<file path="src/rtl/acc_operand_stage.sv">
// acc_operand_stage: operand fetch below the accumulator-control decoder.
// Holds the register file and accumulator and selects two operands by acc_ctrl.
// Registers the operands into a valid/ready slot for execute.
// Ports:
//   clk, reset (async, active-high)
//   in_valid/in_ready, acc_ctrl, ra1, ra2 : upstream instruction
//   wb_we/wb_addr/wb_data                 : register-file writeback
//   acc_we/acc_wdata                      : accumulator writeback
//   out_valid/out_ready, rd1, rd2, out_ctrl : execute slot
//   acc_q                                 : current accumulator
// Option: define ACC_OPERAND_BYPASS_EN so same-edge writebacks forward into reads.
module acc_operand_stage #(
    parameter int DW = 8,
    parameter int AW = 3
) (
    input  logic          clk,
    input  logic          reset,
    input  logic          in_valid,
    output logic          in_ready,
    input  logic [2:0]    acc_ctrl,
    input  logic [AW-1:0] ra1,
    input  logic [AW-1:0] ra2,
    input  logic          wb_we,
    input  logic [AW-1:0] wb_addr,
    input  logic [DW-1:0] wb_data,
    input  logic          acc_we,
    input  logic [DW-1:0] acc_wdata,
    output logic          out_valid,
    input  logic          out_ready,
    output logic [DW-1:0] rd1,
    output logic [DW-1:0] rd2,
    output logic [2:0]    out_ctrl,
    output logic [DW-1:0] acc_q
);

    localparam int NR = 1 << AW;

    typedef enum logic {
        EMPTY = 1'b0,
        FULL  = 1'b1
    } state_t;

    state_t state_q;
    state_t state_d;

    logic [DW-1:0] rf [NR];
    logic [DW-1:0] acc;

    logic          accept;
    logic          drain;
    logic          is_mov;
    logic [DW-1:0] r1;
    logic [DW-1:0] r2;
    logic [DW-1:0] a;
    logic [DW-1:0] op1;
    logic [DW-1:0] op2;

    assign out_valid = (state_q == FULL);
    assign in_ready  = !out_valid || out_ready;
    assign accept    = in_valid && in_ready;
    assign drain     = out_valid && out_ready;
    assign is_mov    = (acc_ctrl == 3'b101);
    assign acc_q     = acc;

`ifdef ACC_OPERAND_BYPASS_EN
    assign r1 = (wb_we && wb_addr == ra1) ? wb_data : rf[ra1];
    assign r2 = (wb_we && wb_addr == ra2) ? wb_data : rf[ra2];
    assign a  = acc_we ? acc_wdata : acc;
`else
    assign r1 = rf[ra1];
    assign r2 = rf[ra2];
    assign a  = acc;
`endif

    // Unlisted codes fall through to the register/register default.
    always_comb begin
        op1 = r1;
        op2 = r2;
        unique case (1'b1)
            (acc_ctrl == 3'b001),
            (acc_ctrl == 3'b101): op2 = a;
            (acc_ctrl == 3'b010): op1 = a;
            default: ;
        endcase
    end

    always_comb begin
        state_d = state_q;
        unique case (state_q)
            EMPTY: if (accept) state_d = FULL;
            FULL:  if (drain && !accept) state_d = EMPTY;
            default: state_d = EMPTY;
        endcase
    end

    always_ff @(posedge clk or posedge reset) begin
        if (reset) begin
            state_q <= EMPTY;
        end else begin
            state_q <= state_d;
        end
    end

    always_ff @(posedge clk or posedge reset) begin
        if (reset) begin
            rd1      <= '0;
            rd2      <= '0;
            out_ctrl <= '0;
        end else if (accept) begin
            rd1      <= op1;
            rd2      <= op2;
            out_ctrl <= acc_ctrl;
        end
    end

    // MOV is younger than the writeback, so its write is placed last.
    always_ff @(posedge clk or posedge reset) begin
        if (reset) begin
            for (int i = 0; i < NR; i++) begin
                rf[i] <= '0;
            end
            acc <= '0;
        end else begin
            if (wb_we) begin
                rf[wb_addr] <= wb_data;
            end
            if (accept && is_mov) begin
                rf[ra1] <= a;
            end
            if (acc_we) begin
                acc <= acc_wdata;
            end
        end
    end

endmodule

</file>
<file path="config.mk">
export PLATFORM = sky130hd
export DESIGN_NAME = acc_operand_stage
export DESIGN_NICKNAME = d
export VERILOG_FILES = /design/src/rtl/acc_operand_stage.sv
export SDC_FILE = /design/constraint.sdc
export NUM_CORES = 1
export LEC_CHECK = 0
export ABC_CLOCK_PERIOD_IN_PS = 7700
export CAP_MARGIN = 10
export CORE_AREA = 2 2 93 118
export DETAILED_ROUTE_END_ITERATION = 16
export DIE_AREA = 0 0 95 120
export PLACE_DENSITY = 0.76
export SYNTH_ARGS = -nofsm -noshare
export SYNTH_HDL_FRONTEND = slang
export SYNTH_SLANG_ARGS = --single-unit
</file>
<file path="constraint.sdc">
create_clock -name clk -period 7.7 [get_ports clk]
set_input_delay 2.31 -clock clk [delete_from_list [all_inputs] [get_ports clk]]
set_output_delay 2.31 -clock clk [all_outputs]
set_load 0.01 [all_outputs]
</file>
==> results of run 1 <==
-- layer usage --
| layer | share of wire | vias up | global-route usage |
|---|---|---|---|
| li1 | - | 1830 | - |
| met1 | 0.41 | 2106 | 0.370 |
| met2 | 0.50 | 191 | 0.449 |
| met3 | 0.062 | 29 | 0.0352 |
| met4 | 0.026 | 0 | 0.117 |
| met5 | 0 | - | 0 |
-- synth_stat cells, drive strengths merged, types with 6 or more instances --
cell | count | area share
mux2 | 111 | 0.23
dfrtp | 92 | 0.42
nand2 | 36 | 0.024
mux2i | 32 | 0.058
nor2 | 25 | 0.018
a21oi | 23 | 0.021
buf | 19 | 0.023
clkbuf | 18 | 0.013
mux4 | 17 | 0.069
o21ai | 13 | 0.012
and3 | 8 | 0.0091
o22ai | 6 | 0.0068
-- worst max-delay path, delay by kind of cell --
kind                   cells  cell delay [ns]
buffers and inverters      2             1.06
and+or+nand+nor            1             0.33
-- layout make-up --
cell class | count | area, sq um | area share
clock buffers | 14 | 254 | 0.0396
clock inverters | 2 | 10.0 | 0.00156
inverters | 4 | 16.3 | 0.00254
multi-input cells | 335 | 3020 | 0.470
flip-flops and latches | 92 | 2300 | 0.359
well taps | 132 | 165 | 0.0257
repair buffers | 66 | 651 | 0.101
-- path summary, 6_finish.rpt --
kind                            slack, ns  cells after the start        start           to
worst max-delay path                 1.69                      3    out_ready     in_ready
worst min-delay path                 0.48                      2  out_ctrl[1]  out_ctrl[1]
worst max register to register       5.60                      4    out_valid        rf[3]
worst min register to register       0.48                      2  out_ctrl[1]  out_ctrl[1]
max in group asynchronous            4.19                      3        reset       rd1[2]
min in group asynchronous            2.32                      2        reset        rf[7]
-- sequential cells by signal, summed over array words and instances (netlist names) --
signal and flops:
rf 64, acc_q 8, rd1 8, rd2 8, out_ctrl 3, out_valid 1
-- cells by family (layout without fill, tap and decap cells) --
group           after synthesis  in the layout  synth area share
compound gates               69             69            0.0799
buf+inv                      41             86            0.0383
flops                        92             92             0.417
mux                         160            160             0.359
simple gates                106            106             0.106
-- cells in the final DEF (no fill, tap or decap), drive strengths merged, types with 3 or more instances in the layout --
cell and instances:
a21oi 23, a221oi 5, a22oi 4, a31oi 5, and3 8, buf 4, clkbuf 14, clkdlybuf4s50 62
clkinv 3, dfrtp 92, inv 3, mux2 111, mux2i 32, mux4 17, nand2 36, nand2b 4
nand3 4, nand4 5, nand4b 3, nor2 25, nor2b 3, nor3 4, nor3b 5, o21ai 13
o22ai 6, or3 3
-- power by group through the flow --
stage | registers [W] | clock network (W) | logic, W
finish | 0.000684 | 0.000406 | 0.000419
global route | 0.000694 | 0.000428 | 0.000454
CTS | 0.000679 | 0.000413 | 0.000419
detailed placement | 0.000688 | 0 | 0.000417
global placement | 0.000679 | 0 | 0.000403
floorplan | 0.000662 | 0 | 0.000296
-- through the flow --
stage / hold slack [ns] / setup WS [ns] / area [sq um]
2_1_floorplan: 0.514 / 2.81 / 5530
3_3_place_gp: 0.457 / 1.72 / 6150
3_5_place_dp: 0.465 / 1.70 / 6150
4_1_cts: 0.480 / 1.69 / 6410
5_1_grt: 0.497 / 1.63 / 6410
6_report: 0.477 / 1.69 / 6410
==> reports/results.ini, run 1 <==
[power_and_ir_drop]
vdd.ir_drop.worst_uv=108
powerDensity_nw_per_um2=235
comb_power_share=0.278
p_total_w=0.00151
pwr-share-seq=0.453
p_sw_w=0.000432
internal_power_w=0.00108
swShare=0.286
p_leak_nw=2.62
clock_power_share=0.269

[clock_network]
cts_made_buffers=9
cts_tree=built
cts_max_level=3
cts_max_path_buffers=2
clk_pin_slew_ns=0.06
clock_latency_ns=0.34
cts_num_sinks=92
cts_setup_buffers=0
clock_tree.root_cell=clkbuf_16
cts_resized=0
ctsHoldBuffers=0

[final_layout]
nets=542
drive_gt1_frac=0.314
area_delta_synth_final_pct=16.1
fillers=832
post_layout_nonfiller_instances=645
diodes=0
post-route-util=0.620

[route]
drtPass1Iterations=5
drtIter0Drc=389
vias_per_cell=6.44
routed_wl_mm=15.0
drc=0
avgRoutedWirePerCell_um=23.2
vias=4156
ant_nets=0

[global_routing]
grt_pass1_vias=4121
overflow=0
grt_start_max_net_pins=63
grt_pass1_wl_mm=23.1
grt_usage=0.276
antenna_found_initial=0

[critical_path]
worstPathArrival_ns=3.70
start_kind=primary input
slowest_delay_ns=0.61
cp.required_ns=5.39
crit_chain=clkdlybuf4s50_1 -> nand2b_1 -> clkdlybuf4s50_1
cp_slowest_cell=clkdlybuf4s50_1
path_class=primary input to output pin
worstSetupEndpointType=output pin
cpMostUsedCell=clkdlybuf4s50_1
path_max_fanout=10

[logic_synthesis]
synth_edf_count=0
syn_inst=468
async_reset_ff_frac=1.00
synth_seq_cells=92
yosysWarnings=0
synth_area_per_cell_sq_um=11.8
syn_nets=502
ys.flop_type=dfrtp_1
seq_area_frac_synth=0.417
synthesis.area_sq_um=5530
yosysUniqueCellTypes=49

[floorplan]
ios=63
die_y_um=120
die-area_sq_um=11400
core_area_sq_um=10400
num_rows=42
dieWidth_um=95
initial_core_util=0.534

[sta]
relSlewSlack=0.241
post-route-period-util=0.780
finalHoldViolCount=0
slew_violations=0
post-route-min-period_ns=6.01
skew_ns=0.00385
rsz0062_at_grt=no
setup-tns-final_ns=0
worstMarginPinSlew_ns=1.13
setup_violations=0
max_freq_mhz=166

[min_path]
hold_class=flop to flop

[placed_design]
numPortBuffers=62
dp.cells=629
hpwlAfterDp_mm=9.85
gp_congestion=0.855

[status]
outcome=finished, final reports clean

[run]
drv_cap=0

Power figures use the tool's default switching activity.
==> inputs of run 2 (changes only) <==
--- a/config.mk
+++ b/config.mk
@@ -5,7 +5,7 @@
 export SDC_FILE = /design/constraint.sdc
 export NUM_CORES = 1
 export LEC_CHECK = 0
-export ABC_CLOCK_PERIOD_IN_PS = 7700
+export ABC_CLOCK_PERIOD_IN_PS = 6300
 export CAP_MARGIN = 10
 export CORE_AREA = 2 2 93 118
 export DETAILED_ROUTE_END_ITERATION = 16
==> constraint.sdc (replaced) <==
create_clock -name clk -period 6.3 [get_ports clk]
set_input_delay 1.89 -clock clk [delete_from_list [all_inputs] [get_ports clk]]
set_output_delay 1.89 -clock clk [all_outputs]
set_load 0.01 [all_outputs]
==> run 2 against run 1 <==
  * Critical endpoint unchanged
  * Register-to-register slack got worse by 1.4 ns
  * Combinational power is 23% higher
  * Clock power increased by 18%
  * First-iteration DRC count increased by 8.5%
  * Cell count up 0.16%
  * Wire length up 3.6%
  * Utilization barely moved
  * Non-clock buffer count increased by 2
==> reports/results.ini, run 2 (same netlist as run 1, synthesis figures left out) <==
[placed_design]
hpwlAfterDp_mm=10.2  ; was 9.85 mm
numPortBuffers=62  ; unchanged
gp_congestion=0.874  ; was 0.855
dp.cells=631  ; was 629

[sta]
post-route-period-util=0.825
max_freq_mhz=192
setup-tns-final_ns=0  ; unchanged
post-route-min-period_ns=5.20
worstMarginPinSlew_ns=1.09  ; was 1.13 ns
rsz0062_at_grt=no  ; unchanged
setup_violations=0  ; unchanged
finalHoldViolCount=0  ; unchanged
relSlewSlack=0.272  ; was 0.241
skew_ns=0.00908  ; was 0.00385 ns
slew_violations=0  ; unchanged

[power_and_ir_drop]
clock_power_share=0.262  ; was 0.269
p_sw_w=0.000534  ; was 0.000432 W
p_leak_nw=2.62  ; about the same
internal_power_w=0.00130  ; was 0.00108 W
powerDensity_nw_per_um2=286  ; was 235 nW/um^2
comb_power_share=0.280  ; was 0.278
vdd.ir_drop.worst_uv=129  ; was 108 uV
pwr-share-seq=0.458  ; was 0.453
swShare=0.291  ; was 0.286

[clock_network]
cts_setup_buffers=0  ; unchanged
clk_pin_slew_ns=0.06  ; about the same
clock_tree.root_cell=clkbuf_16  ; unchanged
cts_made_buffers=9  ; unchanged
ctsHoldBuffers=0  ; unchanged
cts_resized=0  ; unchanged
cts_max_level=3  ; unchanged
cts_tree=built  ; unchanged
clock_latency_ns=0.34  ; about the same
cts_num_sinks=92  ; unchanged
cts_max_path_buffers=2  ; unchanged

[final_layout]
area_delta_synth_final_pct=16.1  ; about the same
final_cell_mix=mux2_2 (103), dfrtp_1 (92), clkdlybuf4s50_1 (62), nand2_1 (36), mux2i_1 (32)  ; unchanged
post_layout_nonfiller_instances=646  ; was 645
fillers=837  ; was 832
drive_gt1_frac=0.317  ; was 0.314
nets=544  ; was 542
largest_reg_flops=64  ; unchanged
post-route-util=0.620  ; about the same
top_register=rf  ; unchanged
layout_commonest_cell=mux2_2  ; unchanged
diodes=0  ; unchanged

[route]
vias=4227  ; was 4156
drc=0  ; unchanged
ant_nets=0  ; unchanged
routed_wl_mm=15.5  ; was 15.0 mm
vias_per_cell=6.54  ; was 6.44
drtIter0Drc=422  ; was 389
avgRoutedWirePerCell_um=24.0  ; was 23.2 um
drtPass1Iterations=6  ; was 5

[global_routing]
grt_pass1_vias=4320  ; was 4121
grt_usage=0.286  ; was 0.276
overflow=0  ; unchanged
grt_pass1_wl_mm=24.0  ; was 23.1 mm
antenna_found_initial=0  ; unchanged
grt_start_max_net_pins=60  ; was 63

[critical_path]
worstPathArrival_ns=3.31  ; was 3.70 ns
cpMostUsedCell=clkdlybuf4s50_1  ; unchanged
path_max_fanout=10  ; unchanged
slowest_delay_ns=0.62  ; was 0.61 ns
start_kind=primary input  ; unchanged
cp.required_ns=4.41  ; was 5.39 ns
cp_slowest_cell=clkdlybuf4s50_1  ; unchanged
crit_chain=clkdlybuf4s50_1 -> nand2b_1 -> clkdlybuf4s50_1  ; unchanged
path_class=primary input to output pin  ; unchanged
worstSetupEndpointType=output pin  ; unchanged

[min_path]
hold_class=flop to flop  ; unchanged

[floorplan]
die-area_sq_um=11400  ; unchanged
dieWidth_um=95  ; unchanged
die_y_um=120  ; unchanged
ios=63  ; unchanged
core_area_sq_um=10400  ; unchanged
num_rows=42  ; unchanged
initial_core_util=0.534  ; unchanged

[run]
drv_cap=0  ; unchanged

[status]
outcome=finished, final reports clean  ; unchanged

run 2: changes by cell type in the layout (fill, tap and decap cells not counted), sizes merged:
cell and change:
clkbuf -2, buf +2, clkinv +1
run 2: area by class of cell:
| type | instances | area (sq um) | share of cell area |
|---|---|---|---|
| multi-input cells | 335 | 3020 | 0.470 |
| flip-flops and latches | 92 | 2300 | 0.359 |
| repair buffers | 68 | 666 | 0.104 |
| clock buffers | 12 | 236 | 0.0368 |
| well taps | 132 | 165 | 0.0257 |
| inverters | 4 | 16.3 | 0.00253 |
| clock inverters | 3 | 15.0 | 0.00234 |
run 2: path summary, 6_finish.rpt:
kind / cells past startpoint / slack (ns) / end / start
worst max-delay path: 3 / 1.10 / in_ready / out_ready
worst min-delay path: 2 / 0.48 / rd2[2] / rd2[2]
worst max register to register: 4 / 4.18 / rf[7] / out_valid
worst min register to register: 2 / 0.48 / rd2[2] / rd2[2]
max in group asynchronous: 3 / 3.19 / rf[47] / reset
min in group asynchronous: 2 / 2.08 / acc_q[6] / reset
run 2: worst max-delay path, delay by kind of cell:
kind,cells,cell delay [ns]
buffers and inverters,2,1.07
and+or+nand+nor,1,0.34
run 2: power by group through the flow:
stage	clock network (W)	logic, W	registers [W]
2_1_floorplan	0	0.000362	0.000809
3_3_place_gp	0	0.000492	0.000831
3_5_place_dp	0	0.000512	0.000842
4_1_cts	0.000485	0.000515	0.000833
5_1_grt	0.000510	0.000561	0.000852
6_report	0.000481	0.000515	0.000841
run 2: stage by stage:
stage | total power (W) | instance area, sq um | setup slack, ns | hold WS, ns
after global placement | 0.00132 | 6170 | 1.15 | 0.459
after CTS | 0.00183 | 6420 | 1.12 | 0.482
after global routing | 0.00192 | 6420 | 1.05 | 0.531
after floorplan | 0.00117 | 5530 | 2.02 | 0.514
after detailed placement | 0.00135 | 6170 | 1.14 | 0.469
final | 0.00184 | 6420 | 1.10 | 0.479
run 2: layer usage:
layer | part of all wire | GRT usage
met5 | 0 | 0
met4 | 0.034 | 0.122
met3 | 0.081 | 0.0684
met2 | 0.50 | 0.467
met1 | 0.39 | 0.361
